File: src/rtl/count_monitor.sv
// count_monitor: checks that a free-running counter advances by exactly +1
// (mod 2^CNT_W) on every qualified cycle. It keeps saturating tallies of wraps
// and sequence errors and a sticky error flag. After an error it waits in
// RESYNC until the stream is clean again, then returns to LOCK.
//
// Ports:
//   clk        system clock, rising edge
//   rst_n      asynchronous active-low reset
//   cnt_in     sampled count value
//   cnt_valid  cnt_in is meaningful this cycle
//   clr        synchronous clear of statistics and state (beats cnt_valid)
//   wrap_pulse one-cycle pulse for an accepted max->0 step while locked
//   wrap_total saturating tally of accepted wraps
//   err_total  saturating tally of errors detected while locked
//   err_flag   sticky error indicator
//   state      00 SYNC, 01 LOCK, 10 RESYNC
//   last_cnt   most recently accepted sample (the reference value)
module count_monitor #(
  parameter int unsigned CNT_W    = 5,
  parameter int unsigned WRAP_W   = 8,
  parameter int unsigned ERR_W    = 8,
  parameter int unsigned RELOCK_N = 2
) (
  input  logic              clk,
  input  logic              rst_n,
  input  logic [CNT_W-1:0]  cnt_in,
  input  logic              cnt_valid,
  input  logic              clr,
  output logic              wrap_pulse,
  output logic [WRAP_W-1:0] wrap_total,
  output logic [ERR_W-1:0]  err_total,
  output logic              err_flag,
  output logic [1:0]        state,
  output logic [CNT_W-1:0]  last_cnt
);

  localparam logic [1:0] StSync   = 2'b00;
  localparam logic [1:0] StLock   = 2'b01;
  localparam logic [1:0] StResync = 2'b10;

  localparam logic [2:0] RelockMax = 3'(RELOCK_N);

  logic [1:0]        state_q, state_d;
  logic [CNT_W-1:0]  last_q, last_d;
  logic [2:0]        relock_q, relock_d;
  logic [WRAP_W-1:0] wrap_q, wrap_d;
  logic [ERR_W-1:0]  err_q, err_d;
  logic              flag_q, flag_d;
  logic              pulse_q, pulse_d;

  logic [CNT_W-1:0]  exp_cnt;
  logic              match;

  assign exp_cnt = last_q + CNT_W'(1);
  assign match   = (cnt_in == exp_cnt);

  always_comb begin
    state_d  = state_q;
    last_d   = last_q;
    relock_d = relock_q;
    wrap_d   = wrap_q;
    err_d    = err_q;
    flag_d   = flag_q;
    pulse_d  = 1'b0;

    if (clr) begin
      state_d  = StSync;
      last_d   = '0;
      relock_d = '0;
      wrap_d   = '0;
      err_d    = '0;
      flag_d   = 1'b0;
    end else if (cnt_valid) begin
      // Every qualified sample becomes the new reference, whatever the state.
      last_d = cnt_in;
      case (state_q)
        StLock: begin
          if (match) begin
            if (last_q == '1) begin
              pulse_d = 1'b1;
              if (wrap_q != '1) wrap_d = wrap_q + WRAP_W'(1);
            end
          end else begin
            if (err_q != '1) err_d = err_q + ERR_W'(1);
            flag_d   = 1'b1;
            relock_d = '0;
            state_d  = StResync;
          end
        end
        StResync: begin
          // Errors are not tallied here so a single disturbance counts once.
          if (match) begin
            if (relock_q + 3'd1 == RelockMax) begin
              relock_d = '0;
              state_d  = StLock;
            end else begin
              relock_d = relock_q + 3'd1;
            end
          end else begin
            relock_d = '0;
          end
        end
        default: begin
          // SYNC and the unused encoding: take the first sample unchecked.
          relock_d = '0;
          state_d  = StLock;
        end
      endcase
    end
  end

  always_ff @(posedge clk or negedge rst_n) begin
    if (!rst_n) begin
      state_q  <= StSync;
      last_q   <= '0;
      relock_q <= '0;
      wrap_q   <= '0;
      err_q    <= '0;
      flag_q   <= 1'b0;
      pulse_q  <= 1'b0;
    end else begin
      state_q  <= state_d;
      last_q   <= last_d;
      relock_q <= relock_d;
      wrap_q   <= wrap_d;
      err_q    <= err_d;
      flag_q   <= flag_d;
      pulse_q  <= pulse_d;
    end
  end

  assign wrap_pulse = pulse_q;
  assign wrap_total = wrap_q;
  assign err_total  = err_q;
  assign err_flag   = flag_q;
  assign state      = state_q;
  assign last_cnt   = last_q;

endmodule

File: config.mk
export PLATFORM = sky130hd
export DESIGN_NAME = count_monitor
export DESIGN_NICKNAME = d
export VERILOG_FILES = /design/src/rtl/count_monitor.sv
export SDC_FILE = /design/constraint.sdc
export NUM_CORES = 1
export LEC_CHECK = 0
export CORE_MARGIN = 2
export CORE_UTILIZATION = 54
export DETAILED_ROUTE_END_ITERATION = 6
export PLACE_DENSITY = 0.84
export SLEW_MARGIN = 20
export SYNTH_ARGS = -nofsm -noshare
export SYNTH_HDL_FRONTEND = slang
export SYNTH_SLANG_ARGS = --single-unit
File: constraint.sdc
create_clock -name clk -period 4.7 [get_ports clk]
set_input_delay 0.94 -clock clk [delete_from_list [all_inputs] [get_ports clk]]
set_output_delay 0.94 -clock clk [all_outputs]
set_load 0.005 [all_outputs]
; ---- Yosys cells after proc, flatten, opt, wreduce, memory -nomap -nowiden
; Index checks and enable logic that the tools add are counted.
[op_classes]
n_addsub = 4
multipliers = 0
n_div = 0
order_cmp = 0
eq_ne = 11
shifts = 0
n_mux = 34
bitwise_logic = 0
reduce_logical = 11
[op_table]
columns = cell, count
row1 = 2-to-1 mux 8 bit, 11
row2 = "adder 8 x 1 -> 8 bit, second input constant", 2
row3 = "!= test 8 bit, second input constant", 2
row4 = 2-to-1 mux 3 bit, 5
row5 = nonzero test 2 bit, 6
row6 = 2-to-1 mux 2 bit, 5
row7 = 2-to-1 mux 5 bit, 2
row8 = 2-to-1 mux 1 bit, 9
row9 = "!= test 3 bit, second input constant", 3
row10 = AND reduction 4 bit, 2
row11 = one-hot mux 3 bit (2 select lines), 1
row12 = "adder 5 x 1 -> 5 bit, second input constant", 1
row13 = equality test 5 bit, 1
row14 = "equality test 5 bit, second input constant", 1
row15 = AND reduction 5 bit, 1
row16 = one-hot mux 2 bit (2 select lines), 1
row17 = "adder 3 x 1 -> 3 bit, second input constant", 1
row18 = "equality test 3 x 2 -> 1 bit, second input constant", 1
row19 = AND reduction 3 bit, 1
row20 = "equality test 2 x 1 -> 1 bit, second input constant", 1
row21 = "equality test 2 bit, second input constant", 1
row22 = "!= test 2 bit, second input constant", 1
row23 = AND reduction 2 bit, 1
[word_totals]
regBits = 28
latch_bits = 0
ramBits = 0
romBits = 0
inputBits = 9
output_inout_bits = 25
n_memories = 0

; ---- Depth between registers and ports, before layout
[depth]
word_depth = 7
ltp_mapped = 9
depth_no_buf = 8

; ---- Worst setup path before layout
; OpenSTA, ideal clock, no wires.
[synth_timing]
path_type = input port to flip-flop
start = input clr
end = register wrap_q[5] (netlist: wrap_total[5])
setup_time_ns = 0.077
arrival_ns = 2.321
t_required_ns = 4.623
path_slack_ns = 2.301
stages = 6
path_buffers = 1
path_cell_list = clkbuf_8 and4b_2 a211oi_2 nand3_2 or4_1 a21oi_1
[synth_via]
elab_chain_len = 2
word_cells_on_any_way = 7
[synth_lines]
columns = item, line
row1 = "start, declared", 28  ; input logic clr,
row2 = nonzero test 2 bit (no source line), n/a
row3 = AND reduction 5 bit (no source line), n/a
row4 = "end signal, assigned", 125  ; wrap_q <= wrap_d;
row5 = "end, declared", 46  ; logic [WRAP_W-1:0] wrap_q, wrap_d;
; Several ways; a longest one is shown, not always the timed one.
; A chain may end at the register's enable or synchronous reset.

; ---- Final worst setup path
[layout_timing]
start = input cnt_valid
end = register wrap_q[5] (netlist: wrap_total[5])
[layout_via]
elab_chain_len = 2
[layout_lines]
columns = item, line
row1 = "start, declared", 27  ; input logic cnt_valid,
row2 = nonzero test 2 bit (no source line), n/a
row3 = AND reduction 5 bit (no source line), n/a
; Every way passes these cells.

==> results.cfg <==
[sta]
timing.fmax_mhz = 342
fin_tns_setup_ns = 0
finalMaxSlewViolations = 0
hold_viol_final = 0
setup_violations = 0
min_period_ns = 2.92
slew_headroom = 0.583
clock_skew_ns = 0.00931
fin_ws_ns = 1.78
post-route-period-util = 0.621
worst_pin_slew_ns = 0.623
rsz0062_at_grt = false

[drt]
ant_nets = 0
dr.first_iter.drc_count = 46
wirelength_mm = 3.58
vias_per_cell = 6.10
drc = 2
drt-pass1-iter-count = 6
vias = 1391
wl_per_cell_um = 15.7

[clock_network]
cts_repair_resize_count = 0
cts_tree = yes
htree_levels = 1
clkTransAtPathRegs_ns = 0.15
postCtsSetupBuffers = 0
clock_latency_ns = 0.33
cts_root_buf = clkbuf_4
clock_sinks = 28
ctsHoldBuffers = 0
clockBufferDepth = 2
numCtsBuffers = 3

[cells_and_area]
nNetsFinal = 213
antennaDiodeCount = 0
drive_above_1_share = 0.0609
fillCellCount = 211
areaGrowthSynthToFinish_pct = 24.7
fin_util = 0.722
final-seq-area_um2 = 701
fin_area_um2 = 2020
multiInputGateArea_um2 = 872

[power]
pwr-share-clk = 0.326
vdd_drop_max_mv = 0.139
power.internal_mw = 0.368
powerDensity_nw_per_um2 = 238
power.leakage_nw = 0.856
comb_power_share = 0.144
power_frac_seq = 0.530
p_sw_frac = 0.238
p_sw_mw = 0.115

[worst_setup_path]
cp-end-kind = flip-flop
path_cells = clkdlybuf4s50_1 -> nand4b_1 -> a211oi_2 -> nand3_2 -> or4_1 -> a21oi_1
r2r_cells = 8
required_ns = 4.96
cp.arrival_ns = 3.18
crit_family = simple AND/OR/NAND/NOR gates
r2r-start = last_cnt[0]
start_kind = primary input
r2r_end = wrap_total[5]
rrSetupSlack_ns = 2.10
cpPeakStageDelay_ns = 0.87
path_max_fanout = 15
critPathBufInv = 1
path_class = in -> reg
cp_slowest_cell = clkdlybuf4s50_1

[yosys]
synth-async-reset-ratio = 1.00
yosysMostFrequentCell = dfrtp_1
synth_compound_area_frac = 0.136
ys_seq_elements = 28
synthTopCellsByArea = dfrtp_1 43%, ha_1 4.6%, a21oi_1 4.3%, mux2i_1 4.3%, nor2_1 3.9%
ys_warn_count = 0
synth_top_area_frac = 0.432
avgSynthCellArea_um2 = 9.90
synth-xor-area-share = 0.0786
syn_inst = 164
synth_commonest_cells = 28 x dfrtp_1, 17 x nor2_1, 14 x a21oi_1
synth_seq_area_share = 0.432
synth.mux.area_fraction = 0.0432
synth-adder-area-share = 0.0463
synth_edf_count = 0
ys_types = 44
synth_nets = 179
synth-simple-area-share = 0.233
syn_area_um2 = 1620
synth_top_family_by_area = simple AND/OR/NAND/NOR gates
yosys.area.top_type = dfrtp_1
synthFlopType = dfrtp_1

[hold_path]
hp-class = reg -> reg
min-delay-start = err_flag
worstHoldEndpoint = err_flag
hold_depth = 2

[grt]
grt_pass1_wl_mm = 6.19
overflow = 0
grt_use_total = 0.230
antenna_found_initial = 0
grt_max_degree = 29
grt_pass1_vias = 1404

[floorplanning]
io_pins = 34
placementRows = 19
dieArea_um2 = 3460
coreArea_um2 = 2810
die_h_um = 58.8
start_util = 0.579
die_w_um = 58.8

[place]
numPortBuffers = 33
place.detailed.hpwl_mm = 2.55
place_area_um2 = 1970
gp_congestion = 0.803
pre_cts_ws_ns = 1.46

[outcome]
violations = design-rule violations
outcome = complete, but fails checks

[flow_run]
maxCapViolCount = 0
## logic make-up after synthesis
logic type,after synthesis
buf+inv,10
fa+ha+maj,6
simple gates,66
flops,28
xor+xnor,12
compound gates,35
mux,7
## registers in the layout, indices dropped and copies added (netlist names)
name and flops:
err_flag 1, err_total 8, last_cnt 5, relock_q 3, state 2, wrap_pulse 1
wrap_total 8
## how the worst max path moves through the flow
stage / from / end / slack (ns) / depth (start not counted)
2_1_floorplan: clr / wrap_total[5] / 2.30 / 6
3_3_place_gp: cnt_valid / wrap_total[5] / 1.58 / 6
3_5_place_dp: cnt_valid / wrap_total[5] / 1.46 / 6
4_1_cts: cnt_valid / wrap_total[5] / 1.80 / 6
5_1_grt: cnt_valid / wrap_total[5] / 1.70 / 6
6_report: cnt_valid / wrap_total[5] / 1.78 / 6
## power groups by stage
| stage | Clock (mW) | Combinational [mW] | Sequential (mW) |
|---|---|---|---|
| final | 0.157 | 0.0696 | 0.256 |
| after global routing | 0.170 | 0.0769 | 0.257 |
| after CTS | 0.159 | 0.0701 | 0.256 |
| after detailed placement | 0 | 0.0697 | 0.260 |
| after global placement | 0 | 0.0672 | 0.260 |
| after floorplan | 0 | 0.0381 | 0.259 |
## stage by stage
step	hold WS [ns]	instances	power [mW]
global route	0.573	228	0.504
detailed placement	0.491	224	0.330
floorplan	0.491	164	0.297
finish	0.519	228	0.483
global placement	0.481	224	0.327
CTS	0.524	228	0.485
## cell type report
type	count	share of cell area
clock buffers	3	0.0111
clock inverters	1	0.0148
inverters	4	0.00742
multi-input cells	126	0.431
flip-flops and latches	28	0.346
well taps	31	0.0192
repair buffers	35	0.171
## cells in the final DEF (no fill, tap or decap), types with 3 or more instances in the layout
cell type / netlist / layout
a21oi_1: 14 / 14
and3_1: 3 / 3
clkbuf_4: 0 / 3
clkdlybuf4s50_1: 0 / 33
dfrtp_1: 28 / 28
ha_1: 6 / 6
inv_1: 4 / 4
mux2i_1: 7 / 7
nand2_1: 6 / 6
nand3_1: 8 / 8
nor2_1: 17 / 17
nor2b_1: 4 / 4
o21ai_0: 6 / 6
o31ai_1: 6 / 6
or3_1: 5 / 5
or4_1: 3 / 3
xnor2_1: 5 / 5
xor2_1: 5 / 5
## worst min-delay path, stage by stage (launching register included)
cell	delay [ns]
dfrtp_1	0.38
nor2_1	0.05
nor2_1	0.07
## per-layer routing
| metal | up-vias | part of all wire | track usage |
|---|---|---|---|
| met5 | - | 0 | 0 |
| met4 | 0 | 0.017 | 0.0909 |
| met3 | 7 | 0.044 | 0.0286 |
| met2 | 42 | 0.50 | 0.394 |
| met1 | 672 | 0.44 | 0.295 |
| li1 | 670 | - | - |
Power figures use the tool's default switching activity.
==> RTL edit: new RTL, config.mk and constraints unchanged <==
Make the reset (`rst_n`) synchronous in one clocked block. Comments in the files are not updated.
--- a/src/rtl/count_monitor.sv
+++ b/src/rtl/count_monitor.sv
@@ -109,7 +109,7 @@
     end
   end
 
-  always_ff @(posedge clk or negedge rst_n) begin
+  always_ff @(posedge clk) begin
     if (!rst_n) begin
       state_q  <= StSync;
       last_q   <= '0;
Behaviour: differs if rst_n is asserted again (counterexample within 4 cycles, from zero or initial values and one cycle with rst_n low); with rst_n held inactive, the same outputs for 10 cycles.
==> RTL edit against the original RTL <==
Total power down 7.7%. Cell area down 5.6%. Routed wire length up 2.5%. Critical endpoint is now wrap_total[5]. Sequential cell count unchanged. Critical path depth unchanged. Final cell count up 3.1%. Synthesized area down 5.9%. Sequential power down 5%. Sequential share of layout area down 5.3 points. Setup slack worse by 0.0099 ns.
==> RTL edit: results (changes against the original RTL) <==
worst-case setup slack after placement 1.44 ns (was 1.46 ns); gpl congestion 0.794 (was 0.803); cells taking the most area after synthesis sky130_fd_sc_hd__dfxtp_1, sky130_fd_sc_hd__ha_1, sky130_fd_sc_hd__mux2i_1 (was sky130_fd_sc_hd__dfrtp_1, sky130_fd_sc_hd__ha_1, sky130_fd_sc_hd__a21oi_1); post-synthesis cell type count 43 (was 44); first-pass GRT wire length 6280 um (was 6190 um); final HPWL from detailed placement 2680 um (was 2550 um); FF-to-FF End err_total[6] (was wrap_total[5]); number of nets in the synthesized netlist 189 (was 179); nets@finish 220 (was 213); cell count after placement 231 (was 224); maximum number of pins on one net before global-route repair 27 (was 29); average wire length per cell after detail routing 15.6 um (was 15.7 um); leakage power summed over all cells 0.684 nW (was 0.856 nW); hold wc startpoint err_flag (unchanged); initial antenna violation count 0 (unchanged); CP Max Fanout 12 (was 15); post-synthesis async set-or-reset flop share 0% (was 100%); classification of the worst-slack hold path reg -> reg (unchanged); number of gates given a new drive strength after cts 0 (unchanged); share of layout cells above drive strength 1 3.92% (was 6.09%); portion of the post-synthesis area used by sequential elements 36.7% (was 43.2%); worst r2r src last_cnt[0] (unchanged); clock insertion delay at the later pin of the skew report 0.34 ns; routed vias 1,465 (was 1,391); number of diodes added for antenna fixing 0 (unchanged); internal power 345 uW (was 368 uW); All-Layer GR Usage 24.0% (was 23.0%); placed inst area 1860 um2 (was 1970 um2); Top FF cell, synth sky130_fd_sc_hd__dfxtp_1 (was sky130_fd_sc_hd__dfrtp_1); cell types with the highest counts after synthesis sky130_fd_sc_hd__dfxtp_1, sky130_fd_sc_hd__nor2_1, sky130_fd_sc_hd__nand2_1 (was sky130_fd_sc_hd__dfrtp_1, sky130_fd_sc_hd__nor2_1, sky130_fd_sc_hd__a21oi_1); Worst IR Drop VDD 0.000219 V (was 0.000139 V); setup slack, reg-to-reg 2.12 ns (was 2.10 ns); Root Buffer sky130_fd_sc_hd__clkbuf_4 (unchanged); run status complete, no violations (was finished with violations); number of global-route vias before repair 1,429 (was 1,404); non-filler instance count after layout 235 (was 228); post-CTS setup buffers 0 (unchanged); Pre-Repair DR Iteration Count 4 (was 6); final clock skew 0.0122 ns (was 0.00931 ns); number of DRC markers in iteration 0 76 (was 46); average footprint of a synthesized cell 8.77 um2 (was 9.90 um2); worst hold slack across all endpoints 0.501 ns (was 0.519 ns); headroom to the max-slew limit 30.7% (was 58.3%); worst hold path endpoint err_flag (unchanged)
RTL edit: critical path: stages:
cell,delay [ns]
sky130_fd_sc_hd__clkdlybuf4s50_1,0.83
sky130_fd_sc_hd__nand4b_1,0.30
sky130_fd_sc_hd__a2111oi_0,0.41
sky130_fd_sc_hd__nand3_1,0.19
sky130_fd_sc_hd__or4_1,0.45
sky130_fd_sc_hd__o21ai_0,0.10
RTL edit: worst max path at each step:
stage,start,to,slack [ns],cells past startpoint
after floorplan,cnt_in[2],wrap_total[4],2.28,6
after global placement,cnt_valid,wrap_total[5],1.61,6
after detailed placement,cnt_valid,wrap_total[5],1.44,6
after CTS,cnt_valid,wrap_total[5],1.79,6
after global routing,cnt_valid,wrap_total[5],1.51,6
final,cnt_valid,wrap_total[5],1.77,6
RTL edit: routing by layer:
metal	routed length, um	vias to the layer above	GRT usage, %	share of wire (%)
met5	0	-	0	0
met4	45	0	9.97	1.2
li1	-	710	-	-
met1	1670	689	30.7	46
met3	206	4	2.72	5.6
met2	1750	62	41.2	48
RTL edit: cell families (layout without fill, tap and decap cells):
group           after synthesis  after routing  share of synthesized area [%]
buf+inv                      11             41                           3.36
fa+ha+maj                     6              6                           4.92
simple gates                 79             79                           28.8
compound gates               35             35                           16.0
flops                        28             28                           36.7
xor+xnor                      8              8                           5.66
mux                           7              7                           4.59
RTL edit: power groups by stage:
stage	Clock (mW)	Combinational, mW	Sequential [mW]
floorplan	0	0.0251	0.247
global placement	0	0.0398	0.248
detailed placement	0	0.0417	0.248
CTS	0.162	0.0418	0.243
global route	0.173	0.0455	0.243
finish	0.161	0.0419	0.243
RTL edit: cell type report:
type	instances	area, um2
clock buffer	3	22.5
clock inverter	1	30.0
fill	231	798
inverter	4	15.0
multi-input combinational	135	915
sequential	28	561
tap	31	38.8
timing repair buffer	33	330
